<file path="src/rtl/preg_alloc_ctrl.sv">
// rtl/preg_alloc_ctrl.sv - rename grant, free-register accounting and ROB rollback/walk sequencing
// Optional build macro PREG_ALLOC_RESERVE_EN holds two registers back from rename grants.
module preg_alloc_ctrl #(
  parameter int NUM_REGS  = 32,
  parameter int CNT_WIDTH = 6
) (
  input  logic                 clock,
  input  logic                 reset,
  input  logic                 rn0_req,
  input  logic                 rn1_req,
  output logic                 rn_ready,
  output logic                 alloc0_valid,
  output logic                 alloc1_valid,
  input  logic                 commit0_free,
  input  logic                 commit1_free,
  input  logic                 flush_valid,
  input  logic [CNT_WIDTH-1:0] flush_walk_num,
  output logic [1:0]           rob_state,
  output logic                 walk0_valid,
  output logic                 walk1_valid,
  output logic [CNT_WIDTH-1:0] free_count,
  output logic                 recover_busy
);

  typedef enum logic [1:0] {
    ST_IDLE     = 2'b00,
    ST_ROLLBACK = 2'b01,
    ST_WALK     = 2'b10
  } state_t;

  localparam logic [CNT_WIDTH:0] NUM_REGS_W = (CNT_WIDTH+1)'(NUM_REGS);
`ifdef PREG_ALLOC_RESERVE_EN
  localparam logic [CNT_WIDTH:0] RESERVE = (CNT_WIDTH+1)'(2);
`else
  localparam logic [CNT_WIDTH:0] RESERVE = '0;
`endif

  state_t               state;
  logic [CNT_WIDTH-1:0] remaining;
  logic [CNT_WIDTH-1:0] free_cnt_q;
  logic                 overflow_err;

  logic [1:0]           req_num;
  logic [1:0]           commit_cnt;
  logic [1:0]           walk_cnt;
  logic [1:0]           alloc_cnt;
  logic [CNT_WIDTH:0]   need;
  logic [CNT_WIDTH:0]   fc_sum;
  logic [CNT_WIDTH-1:0] remaining_next;
  logic                 idle_open;
  logic                 walk_en;

  // rn1_req alone is ignored: slot 1 can only be granted alongside slot 0
  assign req_num    = {rn0_req & rn1_req, rn0_req & ~rn1_req};
  assign need       = (CNT_WIDTH+1)'(req_num) + RESERVE;
  assign idle_open  = !reset && (state == ST_IDLE) && !flush_valid;
  assign walk_en    = !reset && (state == ST_WALK) && !flush_valid;

  assign rn_ready     = idle_open && (need <= {1'b0, free_cnt_q});
  assign alloc0_valid = rn0_req && rn_ready;
  assign alloc1_valid = rn0_req && rn1_req && rn_ready;

  assign walk0_valid  = walk_en && (remaining != '0);
  assign walk1_valid  = walk_en && (remaining >= CNT_WIDTH'(2));

  assign commit_cnt = {1'b0, commit0_free} + {1'b0, commit1_free};
  assign walk_cnt   = {walk1_valid, walk0_valid & ~walk1_valid};
  assign alloc_cnt  = {alloc1_valid, alloc0_valid & ~alloc1_valid};

  // Grants never exceed free_cnt_q, so the subtraction cannot wrap
  assign fc_sum = {1'b0, free_cnt_q} + (CNT_WIDTH+1)'(commit_cnt)
                + (CNT_WIDTH+1)'(walk_cnt) - (CNT_WIDTH+1)'(alloc_cnt);
  assign remaining_next = remaining - CNT_WIDTH'(walk_cnt);

  assign rob_state    = state;
  assign free_count   = free_cnt_q;
  assign recover_busy = (state != ST_IDLE) || flush_valid;

  always_ff @(posedge clock) begin
    if (reset) begin
      state        <= ST_IDLE;
      remaining    <= '0;
      free_cnt_q   <= CNT_WIDTH'(NUM_REGS);
      overflow_err <= 1'b0;
    end else begin
      if (fc_sum > NUM_REGS_W) begin
        free_cnt_q   <= CNT_WIDTH'(NUM_REGS);
        overflow_err <= 1'b1;
      end else begin
        free_cnt_q <= fc_sum[CNT_WIDTH-1:0];
      end

      if (flush_valid) begin
        state     <= ST_ROLLBACK;
        remaining <= flush_walk_num;
      end else begin
        case (state)
          ST_ROLLBACK: state <= (remaining != '0) ? ST_WALK : ST_IDLE;
          ST_WALK: begin
            remaining <= remaining_next;
            if (remaining_next == '0) state <= ST_IDLE;
          end
          default: state <= ST_IDLE;
        endcase
      end
    end
  end

endmodule

</file>
<file path="config.mk">
export PLATFORM = sky130hd
export DESIGN_NAME = preg_alloc_ctrl
export DESIGN_NICKNAME = d
export VERILOG_FILES = /design/src/rtl/preg_alloc_ctrl.sv
export SDC_FILE = /design/constraint.sdc
export NUM_CORES = 1
export LEC_CHECK = 0
export CAP_MARGIN = 10
export CORE_MARGIN = 5
export CORE_UTILIZATION = 35
export DETAILED_ROUTE_END_ITERATION = 6
export MAX_ROUTING_LAYER = met4
export PLACE_DENSITY_LB_ADDON = 0.25
export SYNTH_ARGS = -nofsm -noshare
export SYNTH_HDL_FRONTEND = slang
export SYNTH_SLANG_ARGS = --single-unit
</file>
<file path="constraint.sdc">
create_clock -name clock -period 5.7 [get_ports clock]
set_clock_uncertainty 0.1 [all_clocks]
set_input_delay 0.855 -clock clock [delete_from_list [all_inputs] [get_ports clock]]
set_output_delay 0.855 -clock clock [all_outputs]
set_load 0.1 [all_outputs]
</file>
# After elaboration in Yosys (flattened, before gate mapping)
# Cells that the tools add are included.
[op_classes] n_mux=6 magnitude_cmp=3 n_eq_ne=4 n_mul=0 reduce_logical=20 bitwise_logic=7 n_addsub=5 shifts=0 div=0
[ops] cell="$mux 6" n=2
[ops] cell="$logic_and 1x1->1" n=10
[ops] cell="$add 6x2->7" n=1
[ops] cell="$add 7x2->7" n=1
[ops] cell="$gt 7x6->1 const B" n=1
[ops] cell="$sub 7x2->7" n=1
[ops] cell="$ge 6x2->1 const B" n=1
[ops] cell="$le 2x6->1" n=1
[ops] cell="$logic_not 6->1" n=1
[ops] cell="$reduce_bool 6->1" n=1
[ops] cell="$sub 6x2->6" n=1
[ops] cell="$and 1x1->1" n=4
[ops] cell="$mux 2" n=2
[ops] cell="$pmux 2 s2" n=1
[ops] cell="$reduce_bool 2->1" n=2
[ops] cell="$reduce_or 2->1" n=2
[ops] cell="$ne 3x2->1 const B" n=1
[ops] cell="$not 1->1" n=3
[ops] cell="$add 1x1->2" n=1
[ops] cell="$eq 2x1->1 const B" n=1
[ops] cell="$eq 2x2->1 const B" n=1
[ops] cell="$logic_not 1->1" n=2
[ops] cell="$logic_not 2->1" n=1
[ops] cell="$ne 2x1->1 const B" n=1
[ops] cell="2 further kinds" n=2
[totals] ff_bits=14 memories=0 mem_bits_rw=0 latchBits=0 elab_cells=49 mem_bits_ro=0

# Longest topological paths before layout
# Gate-level depths: netlist of run 1.
[logic_depth] depth_word=11 ltp_mapped=17 depth_no_buf=17

# Least setup slack after synthesis of run 1
# Ideal clock, no wire load.
[synth_timing] path_kind="input to register" from="input port flush_valid" to="register free_cnt_q[0] (netlist: free_count[0])" path_buffers=0 arrival_time_ps=5518 setup_time_ps=141 cell_stages=12 setup_slack_ps=-59 cell_sequence="or3_1 > nor2_1 > o211ai_1 > nor2_1 > fa_1 > inv_1 > ha_1 > ha_1 > a211oi_1 > nor2_1 > o311ai_2 > nor3b_1"
[synth_between] elab_chain_len=9 elab_cells_between_ends=16 classes_between="add/sub: 2; order compare: 1; bitwise: 4; reduce/logical: 9"
[synth_lines] item="start: declaration" line="16" text="input logic flush_valid,"
[synth_lines] item="$logic_not 1->1 (*)" line="56" text="assign idle_open = !reset && (state == ST_IDLE) && !flush_valid;"
[synth_lines] item="$logic_and 1x1->1 (*)" line="56"
[synth_lines] item="$logic_and 1x1->1 (*)" line="59" text="assign rn_ready = idle_open && (need <= {1'b0, free_cnt_q});"
[synth_lines] item="$logic_and 1x1->1 (*)" line="61" text="assign alloc1_valid = rn0_req && rn1_req && rn_ready;"
[synth_lines] item="named net alloc1_valid" line="13" text="output logic alloc1_valid,"
[synth_lines] item="$not 1->1" line="68" text="assign alloc_cnt = {alloc1_valid, alloc0_valid & ~alloc1_valid};"
[synth_lines] item="$and 1x1->1" line="68"
[synth_lines] item="$sub 7x2->7 (*)" line="72" text="+ (CNT_WIDTH+1)'(walk_cnt) - (CNT_WIDTH+1)'(alloc_cnt);"
[synth_lines] item="$gt 7x6->1" line="86" text="if (fc_sum > NUM_REGS_W) begin"
[synth_lines] item="$reduce_or 2->1 (no line)"
[synth_lines] item="end signal: assignment" line="83" text="free_cnt_q <= CNT_WIDTH'(NUM_REGS);"
[synth_lines] item="end signal: assignment" line="87" text="free_cnt_q <= CNT_WIDTH'(NUM_REGS);"
[synth_lines] item="end signal: assignment" line="90" text="free_cnt_q <= fc_sum[CNT_WIDTH-1:0];"
[synth_lines] item="end: declaration" line="40" text="logic [CNT_WIDTH-1:0] free_cnt_q;"
# The timed path passes the listed nets; every way through them passes the cells marked *.
# A chain may end at the register's enable or synchronous reset.

# Final worst setup path of run 1
[layout_timing] from="input port rn1_req" to="register free_cnt_q[4] (netlist: free_count[4])"
[layout_between] elab_chain_len=10 elab_cells_between_ends=13 classes_between="add/sub: 1; order compare: 2; bitwise: 5; reduce/logical: 5"
[layout_lines] item="start: declaration" line="10" text="input logic rn1_req,"
[layout_lines] item="$not 1->1" line="54" text="assign req_num = {rn0_req & rn1_req, rn0_req & ~rn1_req};"
[layout_lines] item="$and 1x1->1" line="54"
[layout_lines] item="$le 2x6->1" line="59"
[layout_lines] item="$logic_and 1x1->1" line="59"
[layout_lines] item="$logic_and 1x1->1" line="61"
[layout_lines] item="$not 1->1" line="68"
[layout_lines] item="$and 1x1->1" line="68"
[layout_lines] item="$sub 7x2->7 (*)" line="72"
[layout_lines] item="$gt 7x6->1" line="86"
[layout_lines] item="$reduce_or 2->1 (no line)"
# Mark *: on every way between the ends. The rest lies on a longest branch, timed or not.

==> results of run 1 <==
==> Yosys cell counts (all sizes together) <==
cell and count:
inv 25, ha 17, nor2 15, dfxtp 14, nand2 8, a211oi 7, nor3 6, nor2b 5
fa 4, xor2 4, a21oi 3, clkbuf 3, nand2b 3, nand3 3, nor4 3, o211ai 3
o21a 3, a21boi 2, nand3b 2, nor3b 2, o21ai 2, o311ai 2, or2 2, or3 2
or4 2, a21o 1, a311oi 1, and2 1, and3b 1, nand4 1, nor4b 1, o311a 1
o31ai 1, o41ai 1, or3b 1, or4b 1, xnor2 1
==> layout make-up <==
| cell class | count | area share |
|---|---|---|
| multi-input combinational | 112 | 0.551 |
| tap | 46 | 0.0358 |
| sequential | 14 | 0.174 |
| clock buffer | 3 | 0.0140 |
| inverter | 25 | 0.0583 |
| timing repair buffer | 27 | 0.166 |
==> stage by stage <==
step	total power [mW]	utilization	std cells	instance area, um2
after floorplan	0.609	-	154	1270
after global placement	0.727	0.464	224	1590
after detailed placement	0.735	0.464	224	1590
after CTS	0.796	0.471	227	1610
after global routing	0.855	0.471	227	1610
final	0.789	0.471	227	1610
==> layer usage <==
| layer | routed length [um] | part of all wire | up-vias |
|---|---|---|---|
| li1 | - | - | 595 |
| met5 | 0 | 0 | - |
| met1 | 1460 | 0.48 | 537 |
| met4 | 29 | 0.0096 | 0 |
| met3 | 114 | 0.038 | 4 |
| met2 | 1410 | 0.47 | 24 |
==> worst min-delay path, stage by stage, from the launching register on <==
cell and delay [ns]:
dfxtp_1 0.34, xor2_1 0.17, a211oi_1 0.08
==> report_power, final <==
part	switching [mW]	internal [mW]	total [mW]
clock network	0.0298	0.0244	0.0542
registers	0.0152	0.119	0.134
logic	0.381	0.220	0.601
total	0.426	0.363	0.789
==> registers in the layout, summed over array words and instances (netlist names) <==
name,count
free_count,6
remaining,6
rob_state,2
==> path summary, 6_finish.rpt <==
kind | from | to | slack, ns | depth (start not counted)
worst max-delay path | rn1_req | free_count[4]$_SDFF_PP0_ | 0.98 | 17
worst min register to register | remaining[5]$_SDFFE_PP0P_ | remaining[5]$_SDFFE_PP0P_ | 0.54 | 2
worst max register to register | remaining[2]$_SDFFE_PP0P_ | free_count[4]$_SDFF_PP0_ | 1.74 | 10
worst min-delay path | remaining[5]$_SDFFE_PP0P_ | remaining[5]$_SDFFE_PP0P_ | 0.54 | 2
==> cells by family (layout without fill, tap and decap cells) <==
group	Yosys count	count (layout)
AO/OA/AOI/OAI	27	27
XOR/XNOR	5	5
adder cells (fa/ha/maj)	21	21
buffers and inverters	28	55
flip-flops	14	14
AND/OR/NAND/NOR	59	59
==> results.tsv, run 1 <==
stage	metric	value	unit
outcome	status	finished, final reports clean	
cts	htree_levels	1	
layout	synthToLayoutAreaGrowth	26.7	%
cts	cts_tree	yes	
global_route	use_met2	0.227	
hold_path	hp-class	reg2reg	
layout	mostFrequentLayoutCell	clkdlybuf4s50_1	
global_route	grtUsageMet1	0.163	
routing	drc	0	
floorplan	pin_count	27	
yosys	synth_compound_area_frac	0.166	
placed_design	dp_hpwl	2550	um
cts	post_cts.repair.setup_buffers	0	
pwr	peakVddDrop	294	uV
global_route	grt_pass1_vias	1190	
global_route	grtUsageTotal	0.134	
cts	ctsResizeCount	0	
yosys	syn-cell-area	1270	um2
pwr	leakage	0.676	nW
global_route	grt.met3_usage	0.0244	
critical_path	crit_buf_inv	3	
yosys	ys_warn_count	0	
floorplan	die_area	4930	um2
timing	final_max_slew_viol_count	0	
yosys	syn-num-nets	188	
yosys	synth_cell_type_count	41	
placed_design	io_buffers	26	
cts	cts.clk_slew.worst_paths	0.08	ns
run	max-cap-violations	0	
routing	viasPerCell	5.11	
layout	multi_input_area	887	um2
layout	antenna_cells	0	
critical_path	worst_path_most_repeated_cell	ha_1	
floorplan	start_util	0.372	
global_route	grt_pass1_wl	5380	um
floorplan	die_y	70.2	um
layout	nFillCells	352	
pwr	power_density	491	nW/um2
yosys	synth-simple-area-share	0.266	
critical_path	crit_path_cell_trace	clkdlybuf4s50_1, and2_1, ha_1, nand2_1, nand3_1, o211ai_1, nor2_1, ha_1, fa_1, inv_1, ha_1, inv_1, fa_1, nor2b_1, o31ai_1, a211oi_2, nor4b_2	
timing	finalCritPeriodShare	0.828	
yosys	synthMuxAreaShare	0	
layout	final_cell_mix	26 x clkdlybuf4s50_1, 25 x inv_1, 17 x ha_1, 14 x nor2_1, 14 x dfxtp_1	
layout	register_area	280	um2
cts	cts_buffer_depth	2	
critical_path	cp-end-kind	flip-flop	
global_route	grt_max_degree	12	
critical_path	crit_family	adder cells	
cts	root_buffer	clkbuf_4	
critical_path	worstPathArrival	4.76	ns
critical_path	worstPathRequired	5.74	ns
cts	cts_buffers	3	
cts	clkSinkCount	14	
yosys	synth_top_cell_area_share	0.221	
global_route	antenna_found_initial	0	
yosys	ys_seq_area_frac	0.221	
yosys	ys_ff_latch	14	
routing	drtIter0Drc	24	
global_route	grt_overflow	0	
routing	postRouteAntennaNets	0	
yosys	postSynthCellCount	154	
routing	routed_wirelength	3020	um
yosys	synth-adder-area-share	0.231	
critical_path	cpPeakStageDelay	0.47	ns
critical_path	crit_fanout	6	
floorplan	core_area	3420	um2
critical_path	startpoint_type	input pin	
floorplan	die_w	70.2	um
routing	vias	1160	
yosys	synthXorXnorAreaFrac	0.0345	
timing	finalSetupViolCount	0	
layout	layout.nets	217	
critical_path	slowest_stage	a211oi_2	
timing	finalHoldViolCount	0	
placed_design	gp_congestion	0.826	
timing	setup_slack	0.982	ns
timing	worstMarginPinSlew	0.975	ns
cts	hold_buffers	0	
yosys	synth_area_leaders	dfxtp_1 22%, ha_1 17%, inv_1 7.4%	
timing	rsz0062_at_grt	false	
yosys	synth_top_family_by_area	simple AND/OR/NAND/NOR gates	
yosys	syn_area_per_cell	8.25	um2
timing	tns	0	ns
timing	fin_hold_ws	0.538	ns
global_route	busiest_layer	met2	
cts	clk_latency	0.27	ns
routing	wl_per_cell	13.3	um
yosys	yosysTopAreaCell	dfxtp_1	
timing	slew-limit-headroom	0.348	
routing	dr.pass1.iters	6	
timing	fmax	0.212	GHz
floorplan	rows	21	
critical_path	crit_type	in2reg	
timing	period_minus_slack	4.72	ns
layout	drive_gt1_frac	0.0663	
placed_design	post-place-ws	0.699	ns
Note: power is estimated with default switching activity, not from simulation.
==> inputs of run 2 (changes only) <==
==> constraint.sdc (replaced) <==
create_clock -name clock -period 4.8 [get_ports clock]
set_clock_uncertainty 0.1 [all_clocks]
set_input_delay 0.72 -clock clock [delete_from_list [all_inputs] [get_ports clock]]
set_output_delay 0.72 -clock clock [all_outputs]
set_load 0.1 [all_outputs]
==> results.tsv, run 2 (synthesized netlist as in run 1, its figures left out) <==
stage	metric	value	unit	change
timing	finalHoldViolCount	0		unchanged
routing	dr.pass1.iters	4		was 6
layout	layout.nets	222		was 217
routing	postRouteAntennaNets	0		unchanged
cts	cts_buffer_depth	2		unchanged
floorplan	die_w	70.2	um	unchanged
global_route	grt_pass1_vias	1155		was 1190
pwr	peakVddDrop	443	uV	was 294 uV
placed_design	gp_congestion	0.955		was 0.826
global_route	grt_max_degree	13		was 12
cts	cts.clk_slew.worst_paths	0.09	ns	was 0.08 ns
global_route	antenna_found_initial	0		unchanged
floorplan	pin_count	27		unchanged
cts	cts_buffers	3		unchanged
critical_path	crit_path_cell_trace	clkdlybuf4s50_1, and2_1, ha_1, nand2_1, nand3_1, o211ai_1, nor2_1, ha_1, fa_1, inv_1, ha_1, inv_1, fa_1, nor2b_1, o311a_1, a211oi_2, buf_4, nor4_2		was clkdlybuf4s50_1, and2_1, ha_1, nand2_1, nand3_1, o211ai_1, nor2_1, ha_1, fa_1, inv_1, ha_1, inv_1, fa_1, nor2b_1, o31ai_1, a211oi_2, nor4b_2
critical_path	cpPeakStageDelay	0.46	ns	was 0.47 ns
layout	synthToLayoutAreaGrowth	30.2	%	was 26.7%
placed_design	placed_area	1620	um2	was 1590 um2
floorplan	die_area	4930	um2	unchanged
routing	routed_wirelength	3010	um	was 3020 um
timing	final_max_slew_viol_count	0		unchanged
timing	period_minus_slack	4.53	ns	
cts	htree_levels	1		unchanged
placed_design	io_buffers	26		unchanged
floorplan	rows	21		unchanged
critical_path	r2r_cells	17		was 10
global_route	grtUsageTotal	0.131		was 0.134
timing	finalSetupViolCount	0		unchanged
routing	viasPerCell	5.03		was 5.11
cts	cts_tree	yes		unchanged
critical_path	worstPathRequired	4.89	ns	was 5.74 ns
routing	drc	0		unchanged
run	max-cap-violations	0		unchanged
outcome	status	finished, final reports clean		unchanged
layout	finalInstanceArea	1650	um2	was 1610 um2
critical_path	slowest_stage	fa_1		was a211oi_2
layout	final_cell_mix	25 x inv_1, 21 x clkdlybuf4s50_1, 17 x ha_1, 14 x nor2_1, 14 x dfxtp_1		was 26 x clkdlybuf4s50_1, 25 x inv_1, 17 x ha_1, 14 x nor2_1, 14 x dfxtp_1
floorplan	core_area	3420	um2	unchanged
timing	setup_slack	0.270	ns	was 0.982 ns
cts	clkSinkCount	14		unchanged
cts	clk_latency	0.28	ns	was 0.27 ns
layout	antenna_cells	0		unchanged
layout	mostFrequentLayoutCell	inv_1		was clkdlybuf4s50_1
cts	post_cts.repair.setup_buffers	0		unchanged
pwr	power_density	610	nW/um2	was 491 nW/um2
cts	hold_buffers	0		unchanged
timing	slew-limit-headroom	0.342		was 0.348
cts	ctsResizeCount	0		unchanged
floorplan	start_util	0.372		unchanged
routing	wl_per_cell	12.9	um	was 13.3 um
cts	root_buffer	clkbuf_4		unchanged
global_route	grt_pass1_wl	5200	um	was 5380 um
critical_path	crit_type	in2reg		unchanged
routing	drtIter0Drc	63		was 24
timing	fmax	0.221	GHz	
pwr	leakage	0.718	nW	was 0.676 nW
hold_path	holdPathStages	2		unchanged
routing	vias	1172		was 1160
critical_path	cp-end-kind	flip-flop		unchanged
placed_design	dp_hpwl	2560	um	was 2550 um
critical_path	worstPathArrival	4.62	ns	was 4.76 ns
critical_path	crit_fanout	6		unchanged
critical_path	startpoint_type	input pin		unchanged
timing	finalCritPeriodShare	0.944		
placed_design	post-place-ws	-0.0549	ns	was 0.699 ns
timing	rsz0062_at_grt	false		unchanged
global_route	grt_overflow	0		unchanged
timing	worstMarginPinSlew	0.984	ns	was 0.975 ns
critical_path	worst_path_most_repeated_cell	ha_1		unchanged
hold_path	hp-class	reg2reg		unchanged
floorplan	die_y	70.2	um	unchanged
layout	drive_gt1_frac	0.128		was 0.0663
-- run 2: power by group --
| part | internal (mW) | leakage, nW | switching, mW |
|---|---|---|---|
| logic | 0.298 | 0.581 | 0.466 |
| registers | 0.141 | 0.115 | 0.0166 |
| clock network | 0.0462 | 0.0210 | 0.0411 |
-- run 2: path summary, 6_finish.rpt --
kind	from	to	slack, ns
worst max register to register	free_count[1]$_SDFF_PP0_	free_count[2]$_SDFF_PP0_	0.88
worst min-delay path	remaining[5]$_SDFFE_PP0P_	remaining[5]$_SDFFE_PP0P_	0.52
worst min register to register	remaining[5]$_SDFFE_PP0P_	remaining[5]$_SDFFE_PP0P_	0.52
worst max-delay path	rn1_req	free_count[2]$_SDFF_PP0_	0.27
-- run 2: per-stage QoR --
step / cells / utilization / TNS, ns / total power [mW] / hold WS [ns]
6_report: 233 / 0.484 / 0 / 1.01 / 0.519
3_5_place_dp: 229 / 0.474 / -0.0766 / 0.917 / 0.493
4_1_cts: 233 / 0.484 / 0 / 1.01 / 0.520
3_3_place_gp: 229 / 0.474 / 0 / 0.913 / 0.503
5_1_grt: 233 / 0.484 / 0 / 1.09 / 0.537
2_1_floorplan: 154 / - / 0 / 0.723 / 0.463
-- run 2: layer usage --
| metal | GRT usage | part of all wire | wire length [um] | up-vias |
|---|---|---|---|---|
| met5 | - | 0 | 0 | - |
| met4 | 0.0447 | 0.017 | 51 | 0 |
| met3 | 0.0244 | 0.043 | 129 | 6 |
| met2 | 0.206 | 0.46 | 1380 | 29 |
| met1 | 0.168 | 0.48 | 1450 | 534 |
| li1 | - | - | - | 603 |
-- run 2: cell type report --
type / instances / area, um2
Clock buffer: 4 / 36.3
Fill cell: 357 / 1760
Inverter: 25 / 93.8
Multi-Input combinational cell: 112 / 893
Sequential cell: 14 / 280
Tap cell: 46 / 57.6
Timing Repair Buffer: 32 / 293
-- run 2: worst max-delay path: cells and delay by family --
kind / cells / cell delay (ns)
buffers and inverters: 4 / 0.76
adder cells (fa/ha/maj): 5 / 1.61
AND/OR/NAND/NOR: 6 / 0.93
AO/OA/AOI/OAI: 3 / 0.61
==> inputs of run 3 (changes only) <==
--- a/config.mk
+++ b/config.mk
@@ -7,7 +7,7 @@
 export LEC_CHECK = 0
 export CAP_MARGIN = 10
 export CORE_MARGIN = 5
-export CORE_UTILIZATION = 35
+export CORE_UTILIZATION = 46
 export DETAILED_ROUTE_END_ITERATION = 6
 export MAX_ROUTING_LAYER = met4
 export PLACE_DENSITY_LB_ADDON = 0.25
==> constraint.sdc (replaced) <==
create_clock -name clock -period 4.1 [get_ports clock]
set_clock_uncertainty 0.1 [all_clocks]
set_input_delay 0.615 -clock clock [delete_from_list [all_inputs] [get_ports clock]]
set_output_delay 0.615 -clock clock [all_outputs]
set_load 0.1 [all_outputs]
==> results.tsv, run 3 (synthesized netlist as in run 1, its figures left out) <==
stage	metric	value	unit	change
routing	vias	1271		was 1172
critical_path	startpoint_type	input pin		unchanged
placed_design	gp_congestion	0.840		was 0.955
critical_path	crit_path_cell_trace	clkdlybuf4s15_1, and2_4, ha_4, nand2_1, nand3_2, o211ai_1, nor2_1, ha_1, fa_1, inv_1, ha_2, inv_2, fa_2, nor2b_4, buf_6, o31ai_4, a211oi_4, buf_6, nor3_2		was clkdlybuf4s50_1, and2_1, ha_1, nand2_1, nand3_1, o211ai_1, nor2_1, ha_1, fa_1, inv_1, ha_1, inv_1, fa_1, nor2b_1, o311a_1, a211oi_2, buf_4, nor4_2
critical_path	worst_path_most_repeated_cell	buf_6		was ha_1
pwr	p_seq_frac	0.129		was 0.156
pwr	power.switching	0.749	mW	was 0.524 mW
routing	postRouteAntennaNets	0		unchanged
layout	mostFrequentLayoutCell	inv_1		unchanged
layout	layout.nets	233		was 222
pwr	peakVddDrop	799	uV	was 443 uV
timing	final_max_slew_viol_count	0		unchanged
routing	drc	0		unchanged
timing	finalSetupViolCount	0		unchanged
run	max-cap-violations	0		unchanged
layout	multi_input_area	1020	um2	was 893 um2
timing	worstMarginPinSlew	0.970	ns	was 0.984 ns
outcome	status	finished, final reports clean		unchanged
floorplan	die_w	62.5	um	was 70.2 um
pwr	internal_power	0.752	mW	was 0.486 mW
critical_path	worstPathArrival	4.02	ns	was 4.62 ns
hold_path	hp-class	reg2reg		unchanged
critical_path	crit_type	in2reg		unchanged
pwr	pwr-share-comb	0.802		was 0.757
pwr	leakage	0.803	nW	was 0.718 nW
global_route	grt_pass1_vias	1247		was 1155
timing	period_minus_slack	3.96	ns	
floorplan	start_util	0.469		was 0.372
cts	hold_buffers	0		unchanged
floorplan	pin_count	27		unchanged
layout	register_area	295	um2	was 280 um2
layout	drive_gt1_frac	0.308		was 0.128
layout	antenna_cells	0		unchanged
routing	wl_per_cell	14.8	um	was 12.9 um
critical_path	cp-end-kind	flip-flop		unchanged
cts	htree_levels	1		unchanged
routing	routed_wirelength	3400	um	was 3010 um
global_route	grtUsageTotal	0.176		was 0.131
cts	clk_latency	0.29	ns	was 0.28 ns
placed_design	dp_hpwl	2640	um	was 2560 um
timing	fmax	0.253	GHz	
timing	fin_hold_ws	0.502	ns	was 0.519 ns
timing	slew-limit-headroom	0.351		was 0.342
timing	tns	0	ns	unchanged
layout	nFillCells	214		was 357
hold_path	holdPathStages	2		unchanged
layout	final_cell_mix	22 x inv_1, 21 x buf_4, 17 x clkdlybuf4s50_1, 13 x nor2_1, 13 x ha_1		was 25 x inv_1, 21 x clkdlybuf4s50_1, 17 x ha_1, 14 x nor2_1, 14 x dfxtp_1
layout	post-route-util	0.686		was 0.484
global_route	grt_max_degree	12		was 13
cts	cts_tree	yes		unchanged
critical_path	worstPathRequired	4.16	ns	was 4.89 ns
routing	dr.pass1.iters	4		unchanged
critical_path	crit_fanout	5		was 6
global_route	antenna_found_initial	0		unchanged
layout	synthToLayoutAreaGrowth	46.3	%	was 30.2%
pwr	clockPowerShare	0.069		was 0.086
floorplan	die_y	62.5	um	was 70.2 um
global_route	grt_overflow	0		unchanged
critical_path	slowest_stage	fa_1		unchanged
routing	drtIter0Drc	82		was 63
timing	finalHoldViolCount	0		unchanged
pwr	power_density	808	nW/um2	was 610 nW/um2
cts	clkSinkCount	14		unchanged
placed_design	io_buffers	26		unchanged
floorplan	core_area	2710	um2	was 3420 um2
critical_path	r2r_cells	18		was 17
cts	cts_buffer_depth	2		unchanged
global_route	grt_pass1_wl	5560	um	was 5200 um
cts	cts.clk_slew.worst_paths	0.09	ns	about the same
pwr	swShare	0.499		was 0.519
floorplan	die_area	3910	um2	was 4930 um2
cts	cts_buffers	3		unchanged
cts	root_buffer	clkbuf_4		unchanged
routing	viasPerCell	5.55		was 5.03
floorplan	rows	19		was 21
pwr	total_power	1.50	mW	was 1.01 mW
timing	finalCritPeriodShare	0.966		
critical_path	cpPeakStageDelay	0.48	ns	was 0.46 ns
[run 3: path summary, 6_finish.rpt]
kind	to	slack [ns]	start
setup / recovery	free_count[1]$_SDFF_PP0_	0.14	rn0_req
hold reg to reg	rob_state[1]$_SDFFE_PP0P_	0.50	rob_state[1]$_SDFFE_PP0P_
setup reg to reg	free_count[1]$_SDFF_PP0_	0.30	free_count[1]$_SDFF_PP0_
hold / removal	rob_state[1]$_SDFFE_PP0P_	0.50	rob_state[1]$_SDFFE_PP0P_
[run 3: what timing repair did]
action	CTS	global route
setup endpoints to repair	6	6
pin swaps	5	12
setup buffers	4	2
resized for setup	6	12
[run 3: through the flow]
step / instance area (um2) / setup slack [ns] / cells
floorplan: 1370 / 0.00511 / 154
global placement: 1720 / -0.234 / 219
detailed placement: 1720 / -0.401 / 219
CTS: 1810 / 0.0628 / 227
global route: 1860 / -0.0378 / 229
finish: 1860 / 0.140 / 229
[run 3: critical path: cells and delay by family]
| family | cells | cell delay, ns |
|---|---|---|
| compound gates | 3 | 0.60 |
| fa+ha+maj | 5 | 1.60 |
| buf+inv | 5 | 0.60 |
| simple gates | 6 | 0.59 |
[run 3: final cells by class]
type / instances / area share
multi-input combinational: 112 / 0.547
tap: 31 / 0.0209
timing repair buffer: 43 / 0.203
clock buffer: 4 / 0.0195
inverter: 25 / 0.0505
sequential: 14 / 0.159
[run 3: routing by layer]
layer  vias up  wire, um  track usage
met5         -         0            -
met4         0        36       0.0477
met3         4       203       0.0342
met2        37      1580        0.275
met1       607      1580        0.231
li1        623         -            -
[run 3: power groups by stage]
stage | registers (mW) | logic, mW | clock network (mW)
6_report | 0.194 | 1.20 | 0.103
3_3_place_gp | 0.196 | 1.01 | 0
2_1_floorplan | 0.333 | 0.642 | 0
5_1_grt | 0.195 | 1.29 | 0.112
3_5_place_dp | 0.196 | 1.03 | 0
4_1_cts | 0.193 | 1.15 | 0.105
